**config.mk**
```make
export PLATFORM = sky130hd
export DESIGN_NAME = pack_scheduler_flat
export DESIGN_NICKNAME = d
export VERILOG_FILES = /design/src/rtl/pack_scheduler_if.sv /design/src/rtl/pack_scheduler.sv /design/src/flat_wrapper.sv
export SDC_FILE = /design/constraint.sdc
export NUM_CORES = 1
export LEC_CHECK = 0
export ABC_AREA = 1
export CORE_ASPECT_RATIO = 1.2
export CORE_MARGIN = 5
export CORE_UTILIZATION = 38
export CTS_BUF_LIST = sky130_fd_sc_hd__clkbuf_8
export DETAILED_ROUTE_END_ITERATION = 10
export PLACE_DENSITY = 0.85
export SETUP_SLACK_MARGIN = 0.3
export SLEW_MARGIN = 0
export SYNTH_ARGS = -nofsm -noshare
export SYNTH_HDL_FRONTEND = slang
export SYNTH_SLANG_ARGS = --single-unit
```
**constraint.sdc**
```tcl
create_clock -name clock -period 2.1 [get_ports clock]
set_input_delay 0.42 -clock clock [delete_from_list [all_inputs] [get_ports clock]]
set_output_delay 0.42 -clock clock [all_outputs]
set_load 0.02 [all_outputs]
```
**src/rtl/pack_scheduler_if.sv**
```systemverilog
// pack_scheduler_if: request/record bus of the shared packing datapath.
//   req_valid / req_data / req_ready : NUM_REQ byte sources (8 bits each)
//   out_valid / out_ready            : record handshake toward the consumer
//   out_state / out_data / out_id    : packed record and granted index
//   phase                            : per-requester FOO/BAR bits (observability)
// slave  = scheduler side, master = sources/consumer side.
interface pack_scheduler_if #(
    parameter int NUM_REQ = 4
);
    localparam int ID_W = $clog2(NUM_REQ);

    logic [NUM_REQ-1:0]   req_valid;
    logic [NUM_REQ*8-1:0] req_data;
    logic [NUM_REQ-1:0]   req_ready;
    logic                 out_valid;
    logic                 out_ready;
    logic                 out_state;
    logic [31:0]          out_data;
    logic [ID_W-1:0]      out_id;
    logic [NUM_REQ-1:0]   phase;

    modport slave (
        input  req_valid, req_data, out_ready,
        output req_ready, out_valid, out_state, out_data, out_id, phase
    );

    modport master (
        output req_valid, req_data, out_ready,
        input  req_ready, out_valid, out_state, out_data, out_id, phase
    );
endinterface

```
**src/rtl/pack_scheduler.sv**
```systemverilog
// pack_scheduler: round-robin arbiter in front of one record-packing stage.
// Each grant builds {~phase[g], ~byte, byte, TOKEN} and toggles phase[g].
// Ports:
//   clock   : rising-edge clock
//   clear_n : synchronous active-low reset
//   bus     : pack_scheduler_if.slave (requests in, record out, phase)
//
// state | meaning
// IDLE  | no record held, out_valid low
// OUT   | record held until out_ready; may be replaced in the same cycle
module pack_scheduler #(
    parameter int          NUM_REQ = 4,
    parameter logic [15:0] TOKEN   = 16'habcd
) (
    input  logic              clock,
    input  logic              clear_n,
    pack_scheduler_if.slave   bus
);
    localparam int ID_W = $clog2(NUM_REQ);

    typedef enum logic {IDLE = 1'b0, OUT = 1'b1} state_t;

    state_t               state_q, state_d;
    logic                 out_state_q, out_state_d;
    logic [31:0]          out_data_q, out_data_d;
    logic [ID_W-1:0]      out_id_q, out_id_d;
    logic [NUM_REQ-1:0]   phase_q, phase_d;
    logic [ID_W-1:0]      ptr_q, ptr_d;

    logic                 can_accept;
    logic                 grant_vld;
    logic [ID_W-1:0]      grant_idx;
    logic [ID_W-1:0]      cand_idx;
    int                   cand_i;
    logic [7:0]           sel_byte;

    // out_ready only reaches req_ready through can_accept; record outputs are registered.
    assign can_accept = (state_q == IDLE) || bus.out_ready;

    // Scan offsets from farthest to nearest so the first valid index at or after ptr wins.
    always_comb begin
        grant_vld = 1'b0;
        grant_idx = '0;
        cand_i    = 0;
        cand_idx  = '0;
        for (int k = NUM_REQ - 1; k >= 0; k--) begin
            cand_i = int'(ptr_q) + k;
            if (cand_i >= NUM_REQ) cand_i = cand_i - NUM_REQ;
            cand_idx = ID_W'(cand_i);
            if (bus.req_valid[cand_idx]) begin
                grant_vld = 1'b1;
                grant_idx = cand_idx;
            end
        end
        grant_vld = grant_vld & can_accept & clear_n;
    end

    always_comb begin
        sel_byte = 8'h00;
        for (int i = 0; i < NUM_REQ; i++) begin
            if (ID_W'(i) == grant_idx) sel_byte = bus.req_data[i*8 +: 8];
        end
    end

    always_comb begin
        state_d     = state_q;
        out_state_d = out_state_q;
        out_data_d  = out_data_q;
        out_id_d    = out_id_q;
        phase_d     = phase_q;
        ptr_d       = ptr_q;
        if (grant_vld) begin
            state_d            = OUT;
            out_state_d        = ~phase_q[grant_idx];
            out_data_d         = {~sel_byte, sel_byte, TOKEN};
            out_id_d           = grant_idx;
            phase_d[grant_idx] = ~phase_q[grant_idx];
            ptr_d              = (grant_idx == ID_W'(NUM_REQ - 1)) ? '0 : grant_idx + 1'b1;
        end else if (state_q == OUT && bus.out_ready) begin
            state_d = IDLE;
        end
    end

    always_ff @(posedge clock) begin
        if (!clear_n) begin
            state_q     <= IDLE;
            out_state_q <= 1'b0;
            out_data_q  <= '0;
            out_id_q    <= '0;
            phase_q     <= '0;
            ptr_q       <= '0;
        end else begin
            state_q     <= state_d;
            out_state_q <= out_state_d;
            out_data_q  <= out_data_d;
            out_id_q    <= out_id_d;
            phase_q     <= phase_d;
            ptr_q       <= ptr_d;
        end
    end

    assign bus.req_ready = grant_vld ? (NUM_REQ'(1) << grant_idx) : '0;
    assign bus.out_valid = (state_q == OUT);
    assign bus.out_state = out_state_q;
    assign bus.out_data  = out_data_q;
    assign bus.out_id    = out_id_q;
    assign bus.phase     = phase_q;
endmodule

```
**src/flat_wrapper.sv**
```systemverilog
// flat-port wrapper written by rule: the top's interface ports become plain ports
module pack_scheduler_flat 
#(
    parameter int          NUM_REQ = 4,
    parameter logic [15:0] TOKEN   = 16'habcd
)
  (clock, clear_n, bus_req_valid, bus_req_data, bus_out_ready, bus_req_ready, bus_out_valid, bus_out_state, bus_out_data, bus_out_id, bus_phase);
  pack_scheduler_if #(.NUM_REQ(NUM_REQ)) bus_i ();
  input  logic clock;
  input  logic clear_n;
  input wire logic [$bits(bus_i.req_valid)-1:0] bus_req_valid;
  input wire logic [$bits(bus_i.req_data)-1:0] bus_req_data;
  input wire logic [$bits(bus_i.out_ready)-1:0] bus_out_ready;
  output wire logic [$bits(bus_i.req_ready)-1:0] bus_req_ready;
  output wire logic [$bits(bus_i.out_valid)-1:0] bus_out_valid;
  output wire logic [$bits(bus_i.out_state)-1:0] bus_out_state;
  output wire logic [$bits(bus_i.out_data)-1:0] bus_out_data;
  output wire logic [$bits(bus_i.out_id)-1:0] bus_out_id;
  output wire logic [$bits(bus_i.phase)-1:0] bus_phase;
  assign bus_i.req_valid = bus_req_valid;
  assign bus_i.req_data = bus_req_data;
  assign bus_i.out_ready = bus_out_ready;
  assign bus_req_ready = bus_i.req_ready;
  assign bus_out_valid = bus_i.out_valid;
  assign bus_out_state = bus_i.out_state;
  assign bus_out_data = bus_i.out_data;
  assign bus_out_id = bus_i.out_id;
  assign bus_phase = bus_i.phase;
  pack_scheduler #(.NUM_REQ(NUM_REQ), .TOKEN(TOKEN)) u_core (.clock(clock), .clear_n(clear_n), .bus(bus_i));
endmodule
```
==> results.py <==
metrics = {
    "cells_and_area": {
        "fin_area_mm2": 0.003149,
        "syn2layout_area_growth_pct": 80.82,
        "final_cells": 410,
        "antenna_cells": 0,
        "nNetsFinal": 396,
        "drive_above_1_share_pct": 35.80,
        "fillCellCount": 355,
    },
    "yosys": {
        "ys_ff_latch": 27,
        "synth_top_cell_area_share_pct": 31.03,
        "synth.most_common_cell": "nand2_1",
        "synth.largest_area_cell": "dfxtp_1",
        "synth_commonest_cells": "nand2_1 (65), a21oi_1 (27), dfxtp_1 (27)",
        "netlist_area_mm2": 0.001742,
        "synthTopCellsByArea": "dfxtp_1 (31%), nand2_1 (14%), a21oi_1 (7.8%)",
        "synth-main-ff-cell": "dfxtp_1",
        "yosys_warnings": 0,
        "syn_area_per_cell_um2": 6.967,
        "yosysSeqAreaShare_pct": 31.03,
        "synth.distinct_cells": 26,
        "synth_edf_count": 0,
        "synthCells": 250,
        "async_flop_share_pct": 0,
    },
    "sta": {
        "drv_slew": 0,
        "rsz0062_at_grt": "true",
        "period_needed_ps": 2382,
        "clock-skew-final_ps": 1.269,
        "finalCritPeriodShare_pct": 113.4,
        "setup_viol": 20,
        "worst_slack_ps": -281.7,
        "max_freq_mhz": 419.9,
        "hold_viol_final": 0,
        "fin_hold_ws_ps": 472.9,
    },
    "clock_network": {
        "ctsHtreeMaxLevel": 1,
        "worstSkewPairLatency_ps": 260,
        "holdBufCountCts": 0,
        "clock_sinks": 27,
        "cts_tree": "built",
        "clockRootBuffer": "clkbuf_8",
        "clockBufferDepth": 2,
        "path_clk_slew_ps": 90,
        "numCtsBuffers": 3,
    },
    "drt": {
        "route.vias.total": 1996,
        "route.detailed.drc": 0,
        "drt_iter0_drc": 69,
        "wl_per_cell_um": 14.21,
        "final_antenna_net_count": 0,
        "detail_route.first_pass.iterations": 4,
        "wl_um": 5828,
        "vias_per_cell": 4.868,
    },
    "critical_path": {
        "cp_slowest_cell": "dfxtp_4",
        "required_ps": 1680,
        "startpoint_type": "register",
        "critical_path_class": "reg -> out",
        "path_buf_inv": 3,
        "cpPeakStageDelay_ps": 380,
        "crit_family": "simple AND/OR/NAND/NOR gates",
        "cp_cell_sequence": "buf_12 > o21ai_4 > nand2_1 > nor2_2 > nor2_4 > o21ai_4 > ha_4 > inv_4 > nor2_4 > buf_6",
        "worstSetupEndpointType": "output port",
        "crit_fanout": 8,
        "worstPathArrival_ps": 1960,
    },
    "power_and_ir_drop": {
        "finalPower_mw": 4.326,
        "leakagePower_nw": 1.385,
        "irDropWorstVdd_mv": 0.7597,
        "pwr_density_cell_mw_per_mm2": 1374,
    },
    "min_path": {
        "holdCritPathClass": "reg -> reg",
    },
    "status": {
        "outcome": "complete, but fails checks",
        "violations": "negative setup slack",
    },
    "die": {
        "rows": 27,
        "initial_utilization_pct": 38.47,
        "pin_count": 83,
        "core-area_mm2": 0.004527,
        "die_w_um": 71.80,
        "die_h_um": 84.16,
        "dieArea_mm2": 0.006043,
    },
    "grt": {
        "antenna_found_initial": 0,
        "grt_start_max_net_pins": 20,
        "first_global_vias": 1973,
        "gr-total-overflow": 0,
        "track_usage_pct": 17.96,
        "grt_pass1_wl_um": 8832,
    },
    "placement": {
        "gp_congestion": 0.9307,
        "dpl.cell_count": 395,
        "io_buffers": 76,
        "dpl.hpwl_um": 4345,
        "placed_area_mm2": 0.002818,
    },
    "job": {
        "cap_viol_max_count": 0,
    },
}
[tightest hold or removal path: cells and delay by family, from the launching register on]
| kind | cells | cell delay (ps) |
|---|---|---|
| DFF | 1 | 320 |
| and+or+nand+nor | 1 | 60 |
| AOI/OAI and AO/OA | 1 | 50 |
[path summary, 6_finish.rpt]
check                                  to               startpoint  slack (ps)  depth (start not counted)
setup reg to reg  u_core.bus.out_data[25]          u_core.ptr_q[0]        -220                         16
setup / recovery         bus_req_ready[2]          u_core.ptr_q[0]        -280                         10
hold / removal    u_core.bus.out_data[26]  u_core.bus.out_data[26]         470                          2
hold reg to reg   u_core.bus.out_data[26]  u_core.bus.out_data[26]         470                          2
[flip-flops by register name, summed over array words and instances, names as in the netlist]
signal and cells:
u_core.bus.out_id 2, u_core.bus.out_data 17, u_core.ptr_q 2, u_core.bus.out_valid 1
u_core.bus.phase 4, u_core.bus.out_state 1
[power breakdown]
part / leakage, nW / switching, mW / internal, mW
sequential: 0.225 / 0.114 / 0.690
clock: 0.0269 / 0.152 / 0.131
combinational: 1.13 / 1.75 / 1.49
[logic make-up after synthesis]
logic type	Yosys count	synth area share (%)
buffers and inverters	48	15.01
other	1	0.2153
AND/OR/NAND/NOR	116	33.26
flip-flops	27	31.03
AO/OA/AOI/OAI	54	17.60
adder cells (fa/ha/maj)	4	2.874
[routing by layer]
layer	wire length, um	share of wire, %	global-route usage [%]
met1	2281	39	21.30
met2	3230	55	32.69
met3	219	3.8	3.353
met4	96	1.6	4.444
met5	0	0	0
[layout by cell type, fill, tap and decap left out, types with 10 or more instances in the layout]
cell / n
nand3_2: 12
inv_1: 13
dfxtp_1: 25
dlygate4sd2_1: 14
nand2_2: 11
a21oi_1: 20
buf_4: 32
buf_6: 10
nand3_1: 14
clkdlybuf4s50_1: 58
nand2_1: 57
[final cells by class]
| cell class | count | area, um2 | area share, % |
|---|---|---|---|
| multi-input combinational | 180 | 1229 | 39.01 |
| timing repair buffer | 118 | 1141 | 36.23 |
| sequential | 27 | 545.5 | 17.32 |
| inverter | 23 | 116.4 | 3.695 |
| tap | 58 | 72.57 | 2.304 |
| clock buffer | 3 | 41.29 | 1.311 |
| clock inverter | 1 | 3.754 | 0.1192 |
[stage by stage]
stage	TNS [ps]	utilization (%)	setup slack [ps]
6_report	-2669	69.57	-281.7
5_1_grt	-5662	69.57	-382.2
4_1_cts	-2896	65.06	-236.3
3_5_place_dp	-16100	62.24	-963.2
3_3_place_gp	-14300	62.24	-875.9
2_1_floorplan	0	-	63.76
[repair_timing]
| item | in CTS | in global routing |
|---|---|---|
| endpoints found under the setup margin | 39 | 28 |
| pin swaps | 10 | 10 |
| gates cloned | 0 | 1 |
| buffers inserted | 6 | 4 |
| gates resized for setup | 53 | 43 |
(Power assumes the default switching activity.)
